[config.mk]
export PLATFORM = sky130hd
export DESIGN_NAME = watch_bcd_scan_flat
export DESIGN_NICKNAME = d
export VERILOG_FILES = /design/src/rtl/watch_pkg.sv /design/src/rtl/watch_bcd_scan_if.sv /design/src/rtl/watch_seg7_dec.sv /design/src/rtl/watch_bcd_scan.sv /design/src/flat_wrapper.sv
export SDC_FILE = /design/constraint.sdc
export NUM_CORES = 1
export LEC_CHECK = 0
export ABC_AREA = 1
export ABC_CLOCK_PERIOD_IN_PS = 10300
export CAP_MARGIN = 25
export CORE_UTILIZATION = 50
export CTS_BUF_LIST = sky130_fd_sc_hd__clkbuf_8 sky130_fd_sc_hd__clkbuf_16
export DETAILED_ROUTE_END_ITERATION = 10
export PLACE_DENSITY = 0.8
export SYNTH_ARGS = -nofsm -noshare
export SYNTH_HDL_FRONTEND = slang
export SYNTH_SLANG_ARGS = --single-unit
[constraint.sdc]
create_clock -name clk -period 10.3 [get_ports clk]
set_clock_uncertainty 0.05 [all_clocks]
set_input_delay 1.03 -clock clk [delete_from_list [all_inputs] [get_ports clk]]
set_output_delay 1.03 -clock clk [all_outputs]
set_load 0.05 [all_outputs]
[src/rtl/watch_pkg.sv]
// rtl/watch_pkg.sv - shared FSM encoding, digit/field map and segment constants
package watch_pkg;

  typedef enum logic [1:0] {
    ST_IDLE,
    ST_LOAD,
    ST_SHIFT,
    ST_STORE
  } state_t;

  localparam int NUM_DIGITS = 6;
  localparam int NUM_FIELDS = 6;
  localparam logic [6:0] SEG_BLANK = 7'h7F;

  localparam logic [2:0] FIELD_YEAR   = 3'd0;
  localparam logic [2:0] FIELD_MONTH  = 3'd1;
  localparam logic [2:0] FIELD_DAY    = 3'd2;
  localparam logic [2:0] FIELD_HOUR   = 3'd3;
  localparam logic [2:0] FIELD_MINUTE = 3'd4;
  localparam logic [2:0] FIELD_SECOND = 3'd5;

  localparam logic [2:0] PAGE_DATE_BASE = FIELD_YEAR;
  localparam logic [2:0] PAGE_TIME_BASE = FIELD_HOUR;

  // Two digits per field: digit pairs (0,1), (2,3), (4,5) map to consecutive fields of the page.
  function automatic logic [2:0] digit_field(input logic [2:0] idx, input logic page);
    return (page ? PAGE_TIME_BASE : PAGE_DATE_BASE) + {1'b0, idx[2:1]};
  endfunction

endpackage

[src/rtl/watch_bcd_scan_if.sv]
// rtl/watch_bcd_scan_if.sv - time-field inputs and multiplexed display outputs
interface watch_bcd_scan_if;
  logic       clk1sec;
  logic [7:0] year;
  logic [7:0] month;
  logic [7:0] day;
  logic [7:0] hour;
  logic [7:0] minute;
  logic [7:0] second;
  logic       page;
  logic [6:0] seg;
  logic       dp;
  logic [5:0] an;
  logic       busy;

  modport master (
    output clk1sec, year, month, day, hour, minute, second, page,
    input  seg, dp, an, busy
  );

  modport slave (
    input  clk1sec, year, month, day, hour, minute, second, page,
    output seg, dp, an, busy
  );
endinterface

[src/rtl/watch_seg7_dec.sv]
// rtl/watch_seg7_dec.sv - BCD digit to active-low {g,f,e,d,c,b,a} segments
module watch_seg7_dec (
  input  logic [3:0] bcd,
  output logic [6:0] seg
);
  import watch_pkg::*;

  always_comb begin
    seg = SEG_BLANK;
    case (bcd)
      4'd0: seg = 7'b1000000;
      4'd1: seg = 7'b1111001;
      4'd2: seg = 7'b0100100;
      4'd3: seg = 7'b0110000;
      4'd4: seg = 7'b0011001;
      4'd5: seg = 7'b0010010;
      4'd6: seg = 7'b0000010;
      4'd7: seg = 7'b1111000;
      4'd8: seg = 7'b0000000;
      4'd9: seg = 7'b0010000;
      default: seg = SEG_BLANK;
    endcase
  end
endmodule

[src/rtl/watch_bcd_scan.sv]
// rtl/watch_bcd_scan.sv - double-dabble time conversion and 6-digit display scanner
module watch_bcd_scan #(
  parameter logic [15:0] SCAN_DIV = 16'd50000
) (
  input  logic              clk,
  input  logic              rst,
  watch_bcd_scan_if.slave   bus
);
  import watch_pkg::*;

  state_t      state_q, state_d;
  logic        pending;
  logic [47:0] snap;
  logic [11:0] bcd, bcd_adj;
  logic [2:0]  bit_cnt, fld;
  logic [7:0]  shadow [NUM_FIELDS];
  logic [7:0]  disp   [NUM_FIELDS];
  logic [15:0] div;
  logic [2:0]  idx;
  logic [2:0]  sel_field;
  logic [3:0]  sel_digit;
  logic [6:0]  seg_dec;

  always_ff @(posedge clk or posedge rst) begin
    if (rst) state_q <= ST_IDLE;
    else     state_q <= state_d;
  end

  always_comb begin
    state_d = state_q;
    case (state_q)
      ST_IDLE:  if (bus.clk1sec || pending) state_d = ST_LOAD;
      ST_LOAD:  state_d = ST_SHIFT;
      ST_SHIFT: if (bit_cnt == 3'd7) state_d = ST_STORE;
      ST_STORE: state_d = (fld == 3'(NUM_FIELDS - 1)) ? ST_IDLE : ST_SHIFT;
      default:  state_d = ST_IDLE;
    endcase
  end

  always_comb begin
    bcd_adj = bcd;
    for (int n = 0; n < 3; n++)
      if (bcd[4*n +: 4] >= 4'd5) bcd_adj[4*n +: 4] = bcd[4*n +: 4] + 4'd3;
  end

  assign bus.busy = (state_q != ST_IDLE);

  // The snapshot shifts MSB-first into the BCD register, so after 8 shifts the next field sits on top.
  always_ff @(posedge clk or posedge rst) begin
    if (rst) begin
      pending <= 1'b1;
      snap    <= '0;
      bcd     <= '0;
      bit_cnt <= '0;
      fld     <= '0;
      for (int i = 0; i < NUM_FIELDS; i++) begin
        shadow[i] <= '0;
        disp[i]   <= '0;
      end
    end else begin
      if (state_q == ST_IDLE && state_d == ST_LOAD) pending <= 1'b0;
      else if (bus.clk1sec)                         pending <= 1'b1;

      case (state_q)
        ST_LOAD: begin
          snap    <= {bus.year, bus.month, bus.day, bus.hour, bus.minute, bus.second};
          bcd     <= '0;
          bit_cnt <= '0;
          fld     <= '0;
        end
        ST_SHIFT: begin
          {bcd, snap} <= {bcd_adj, snap} << 1;
          bit_cnt     <= bit_cnt + 3'd1;
        end
        ST_STORE: begin
          shadow[fld] <= bcd[7:0];
          bcd         <= '0;
          fld         <= fld + 3'd1;
          if (state_d == ST_IDLE)
            for (int i = 0; i < NUM_FIELDS; i++)
              disp[i] <= (i == NUM_FIELDS - 1) ? bcd[7:0] : shadow[i];
        end
        default: ;
      endcase
    end
  end

  assign sel_field = digit_field(idx, bus.page);
  assign sel_digit = idx[0] ? disp[sel_field][3:0] : disp[sel_field][7:4];

  watch_seg7_dec u_dec (
    .bcd (sel_digit),
    .seg (seg_dec)
  );

  always_ff @(posedge clk or posedge rst) begin
    if (rst) begin
      div     <= '0;
      idx     <= '0;
      bus.seg <= SEG_BLANK;
      bus.dp  <= 1'b1;
      bus.an  <= 6'h3F;
    end else begin
      if (div == SCAN_DIV - 16'd1) begin
        div <= '0;
        idx <= (idx == 3'(NUM_DIGITS - 1)) ? 3'd0 : idx + 3'd1;
      end else begin
        div <= div + 16'd1;
      end
      bus.seg <= seg_dec;
      bus.dp  <= !(idx == 3'd1 || idx == 3'd3);
      bus.an  <= ~(6'b100000 >> idx);
    end
  end

endmodule

[src/flat_wrapper.sv]
// flat-port wrapper written by rule: the top's interface ports become plain ports
module watch_bcd_scan_flat import watch_pkg::*;
#(
  parameter logic [15:0] SCAN_DIV = 16'd50000
)
  (clk, rst, bus_clk1sec, bus_year, bus_month, bus_day, bus_hour, bus_minute, bus_second, bus_page, bus_seg, bus_dp, bus_an, bus_busy);
  watch_bcd_scan_if bus_i ();
  input  logic clk;
  input  logic rst;
  input wire logic [$bits(bus_i.clk1sec)-1:0] bus_clk1sec;
  input wire logic [$bits(bus_i.year)-1:0] bus_year;
  input wire logic [$bits(bus_i.month)-1:0] bus_month;
  input wire logic [$bits(bus_i.day)-1:0] bus_day;
  input wire logic [$bits(bus_i.hour)-1:0] bus_hour;
  input wire logic [$bits(bus_i.minute)-1:0] bus_minute;
  input wire logic [$bits(bus_i.second)-1:0] bus_second;
  input wire logic [$bits(bus_i.page)-1:0] bus_page;
  output wire logic [$bits(bus_i.seg)-1:0] bus_seg;
  output wire logic [$bits(bus_i.dp)-1:0] bus_dp;
  output wire logic [$bits(bus_i.an)-1:0] bus_an;
  output wire logic [$bits(bus_i.busy)-1:0] bus_busy;
  assign bus_i.clk1sec = bus_clk1sec;
  assign bus_i.year = bus_year;
  assign bus_i.month = bus_month;
  assign bus_i.day = bus_day;
  assign bus_i.hour = bus_hour;
  assign bus_i.minute = bus_minute;
  assign bus_i.second = bus_second;
  assign bus_i.page = bus_page;
  assign bus_seg = bus_i.seg;
  assign bus_dp = bus_i.dp;
  assign bus_an = bus_i.an;
  assign bus_busy = bus_i.busy;
  watch_bcd_scan #(.SCAN_DIV(SCAN_DIV)) u_core (.clk(clk), .rst(rst), .bus(bus_i));
endmodule
==> impl_metrics.toml, run 1 <==
[status]
status = "finished clean"

[worst_setup_path]
cp_data_required_time_ns = 10.61
r2r-start = "u_core.idx[1]"
end_kind = "register"
cp_max_fo = 9
worstPathArrival_ns = 3.92
path_class = "in -> reg"
cp-start-kind = "input port"
r2r_end = "u_core.bus.seg[3]"
ff2ff_path_depth = 14
r2r_slack_ns = 7.40

[cts]
htree_levels = 4
cts_setup_buffers = 0
root_buffer = "clkbuf_16"
numClockSinks = 186
cts.clk_slew.worst_paths_ns = 0.06
cts_resized = 0
cts_buffers = 17
holdBufCountCts = 0
cts_tree = "built"
clk_path_buf_depth = 2
clock_latency_ns = 0.44

[hold_path]
hold_end = "u_core.bus.an[1]"
holdCritPathClass = "reg -> reg"
hold_depth = 1
min_from = "u_core.idx[2]"

[timing]
hold_viol = 0
whs_ns = 0.417
maxSlewViolCount = 0
setup_viol = 0
final.min_clock_period_ns = 3.60
fmax_ghz = 0.278
final.setup.tns_ns = 0
finalCritPeriodShare = 0.350
tightest_slew_ns = 0.931
slew_headroom = 0.379
rsz0062_at_grt = "no"

[route]
postRouteAntennaNets = 0
drc_errors = 0
drt_first_iter_violations = 508
dr.pass1.iters = 5
wl_per_cell_um = 14.0
vias = 6483
viasPerCell = 5.31
wl_um = 17100

[synthesis]
ys_seq_area_frac = 0.548
yosysWarningCount = 0
syn-num-nets = 1014
yosys.cell_types.count = 37
syn_area_sq_mm = 0.00853
synthCells = 939
syn_area_per_cell_sq_um = 9.08
synth_seq_cells = 186

[finish]
num_antenna_cells = 0
nets = 1062
seq_area_sq_mm = 0.00467
layout_commonest_cell = "nand2_1"
fill_cells = 1408
syn_to_final_growth_pct = 15.8
multiInputGateArea_sq_mm = 0.00312
drive_above_1_share = 0.0900
final_cell_mix = "177 x nand2_1, 171 x dfrtp_1, 126 x inv_1, 97 x nand3_1"
stdcell_count = 1220

[die]
core-area_sq_mm = 0.0166
dieArea_sq_mm = 0.0176
rows = 47
ios = 67
fp.dieH_um = 133
initial_utilization = 0.512
die_w_um = 133

[global_route]
grtUsageTotal = 0.209
grt_pass1_wl_um = 29500
antenna_found_initial = 0
grt_max_degree = 118
grt_pass1_vias = 6132
overflow = 0

[pwr]
leakagePower_nw = 4.71
vdd_drop_max_v = 0.000120
power_density_mw_per_mm2 = 148

[placed_design]
io_buffer_count = 66
dp_hpwl_um = 11100
gp_congestion = 0.910
dp.cells = 1187

[flow_run]
cap_violations = 0
synthesized netlist by cell type, drive strengths merged:
cell type,instances,area [sq um]
dfrtp,171,4280
ha,22,275
nand3,97,485
o211ai,7,52.6
dfstp,15,394
a31oi,1,6.26
fa,1,20.0
nand2,181,689
o221ai,46,403
xnor2,2,17.5
xor2,7,61.3
and2,1,6.26
a21oi,41,284
inv,132,495
nand4,2,12.5
clkbuf,24,90.1
nor2,62,259
nor3,3,15.0
buf,19,130
nand3b,3,22.5
o21a,2,15.0
o21ai,84,428
clkinv,7,26.3
o211a,1,10.0
o22ai,5,31.3
nor4,3,18.8
metrics by stage:
stage               utilization  setup WS (ns)  power (mW)  instance area [sq um]
floorplan                     -           4.19       0.817                   8530
global placement          0.558           6.34       0.852                   9290
detailed placement        0.558           6.27       0.854                   9290
CTS                       0.592           6.70        1.47                   9850
global route              0.594           6.44        1.51                   9880
finish                    0.594           6.70        1.46                   9880
final cells by class:
type,count,share of cell area
multi-input combinational,571,0.315
inverter,139,0.0533
clock inverter,13,0.0110
tap,220,0.0279
timing repair buffer,72,0.0735
sequential,186,0.473
clock buffer,19,0.0459
state kept, by name (all words and copies together) (netlist names):
register / count
u_core.div: 16
u_core.snap: 48
u_core.bus.an: 6
u_core.bus.dp: 1
u_core.idx: 3
u_core.bcd: 8
u_core.pending: 1
u_core.state_q: 2
u_core.bus.seg: 7
u_core.bit_cnt: 3
u_core.disp: 48
u_core.fld: 3
u_core.shadow: 40
worst max path at each step:
stage	from	end	slack, ns
2_1_floorplan	rst	u_core.bcd[0]	4.19
3_3_place_gp	bus_page	u_core.bus.seg[3]	6.34
3_5_place_dp	bus_page	u_core.bus.seg[3]	6.27
4_1_cts	bus_page	u_core.bus.seg[3]	6.70
5_1_grt	bus_page	u_core.bus.seg[3]	6.44
6_report	bus_page	u_core.bus.seg[3]	6.70
per-layer routing:
layer / vias to the layer above / track usage / routed length [um]
met5: - / 0 / 0
met4: 0 / 0.0626 / 200
met3: 20 / 0.0475 / 803
met2: 178 / 0.331 / 8340
met1: 3101 / 0.288 / 7760
li1: 3184 / - / -
worst max-delay path: stages:
cell and delay, ns:
clkdlybuf4s50_1 0.52, ha_1 0.16, inv_1 0.05, fa_1 0.69, inv_2 0.16, nor2_4 0.19, o211ai_1 0.12, nand2_1 0.08
clkinv_1 0.07, nand2_1 0.06, nand2_1 0.15, ha_1 0.33, nand3b_1 0.17, nand3_1 0.09, nand2_1 0.06
power by group:
part	switching, mW	leakage (nW)	internal (mW)
sequential	0.00371	2.22	0.746
clock	0.292	0.279	0.328
combinational	0.0532	2.21	0.0374
logic make-up after synthesis:
kind of cell | Yosys count | synth area share
compound gates | 187 | 0.144
xor+xnor | 9 | 0.00924
fa+ha+maj | 23 | 0.0346
buf+inv | 182 | 0.0870
flops | 186 | 0.548
simple gates | 352 | 0.177
No activity file was read; power rests on OpenSTA's default activity.
==> inputs of run 2 (changes only) <==
- ABC_CLOCK_PERIOD_IN_PS: 10300 -> 3550
- clock period: 10.3 -> 3.55 ns (I/O delays scaled with it)
==> impl_metrics.toml, run 2 (synthesized netlist as in run 1, its figures left out) <==
[status]
status = "finished clean"

[pwr]
power_density_mw_per_mm2 = 429
leakagePower_nw = 4.72
vdd_drop_max_v = 0.000345

[cts]
clock_latency_ns = 0.43
clk_path_buf_depth = 2
numClockSinks = 186
cts_setup_buffers = 0
cts_resized = 0
cts.clk_slew.worst_paths_ns = 0.07
cts_tree = "built"
htree_levels = 4
root_buffer = "clkbuf_16"
cts_buffers = 17
holdBufCountCts = 0

[route]
drc_errors = 0
postRouteAntennaNets = 0
wl_um = 17200
wl_per_cell_um = 14.0
dr.pass1.iters = 7
vias = 6507
drt_first_iter_violations = 414
viasPerCell = 5.32

[timing]
finalCritPeriodShare = 0.756
final.setup.tns_ns = 0
maxSlewViolCount = 0
tightest_slew_ns = 0.872
setup_viol = 0
final.min_clock_period_ns = 2.68
rsz0062_at_grt = "no"
whs_ns = 0.361
setup_ws_ns = 0.866
fmax_ghz = 0.373
slew_headroom = 0.418
hold_viol = 0

[worst_setup_path]
crit_family = "adder cells"
cp-start-kind = "input port"
cp_max_fo = 9
end_kind = "register"
slowest_stage = "fa_1"
crit_chain = "clkdlybuf4s50_1, ha_1, inv_1, fa_1, inv_2, nor2_4, o211ai_1, nand2_1, clkinv_1, nand2_1, nand2_1, ha_1, nand3b_1, nand3_1, nand2_1"
crit_buf_inv = 4
cp_common_cell = "nand2_1"
worstPathArrival_ns = 2.99
cp_data_required_time_ns = 3.86
path_class = "in -> reg"
cpPeakStageDelay_ns = 0.55

[finish]
multiInputGateArea_sq_mm = 0.00312
final_cell_mix = "177 x nand2_1, 171 x dfrtp_1, 127 x inv_1, 97 x nand3_1"
largestRegisters = "u_core.disp (48), u_core.snap (48), u_core.shadow (40)"
drive_above_1_share = 0.0926
fill_cells = 1397
syn_to_final_growth_pct = 16.3
nets = 1066
fin_util = 0.596
layout_commonest_cell = "nand2_1"
num_antenna_cells = 0
fin_area_sq_mm = 0.00992
seq_area_sq_mm = 0.00467

[die]
rows = 47
ios = 67
initial_utilization = 0.512
die_w_um = 133
core-area_sq_mm = 0.0166
dieArea_sq_mm = 0.0176
fp.dieH_um = 133

[placed_design]
place_ws_ns = 0.417
io_buffer_count = 66
placed_cell_area_sq_mm = 0.00936
dp_hpwl_um = 11600
gp_congestion = 0.886

[global_route]
antenna_found_initial = 0
overflow = 0
grtUsageTotal = 0.212
grt_pass1_wl_um = 29800
grt_pass1_vias = 6272
grt_max_degree = 96

[hold_path]
holdCritPathClass = "in -> async"

[flow_run]
cap_violations = 0
## run 2: cell count changes in the layout (fill, tap and decap cells not counted)
cell	previous run	this run
buf_12	0	3
buf_16	1	0
buf_4	5	7
clkbuf_8	2	0
clkinv_2	3	0
clkinv_4	4	0
clkinv_8	0	1
clkinvlp_4	1	6
inv_1	126	127
inv_6	3	6
inv_8	3	2
## run 2: report_power, final
part	switching (mW)	internal (mW)	leakage [nW]
Combinational	0.158	0.112	2.23
Clock	0.886	0.921	0.262
Sequential	0.0106	2.16	2.22
## run 2: final timing paths
path | start | slack (ns) | cells after the start | to
max | bus_page | 0.87 | 15 | u_core.bus.seg[3]
min | rst | 0.36 | 3 | u_core.state_q[1]
max reg2reg | u_core.state_q[0] | 0.90 | 10 | u_core.disp[46]
min reg2reg | u_core.idx[2] | 0.41 | 1 | u_core.bus.an[1]
max in group asynchronous | rst | 2.70 | 3 | u_core.bus.seg[4]
min in group clk | u_core.idx[2] | 0.41 | 1 | u_core.bus.an[1]
## run 2: layout make-up
type / count / share of cell area
inverters: 139 / 0.0530
clock inverters: 15 / 0.0134
repair buffers: 76 / 0.0779
well taps: 220 / 0.0277
clock buffers: 17 / 0.0429
multi-input cells: 571 / 0.314
flip-flops and latches: 186 / 0.471
## run 2: tightest hold or removal path: cells and delay by family
family                 cells  cell delay (ns)
buffers and inverters      3             0.88
## run 2: through the flow
| stage | std cells | total power, mW |
|---|---|---|
| global route | 1224 | 4.39 |
| detailed placement | 1192 | 2.49 |
| floorplan | 939 | 2.37 |
| finish | 1224 | 4.25 |
| global placement | 1192 | 2.48 |
| CTS | 1224 | 4.28 |
## run 2: layer usage
layer	wire length [um]	GRT usage
met2	8520	0.347
met5	0	0
met3	632	0.0444
met4	261	0.0747
met1	7760	0.279
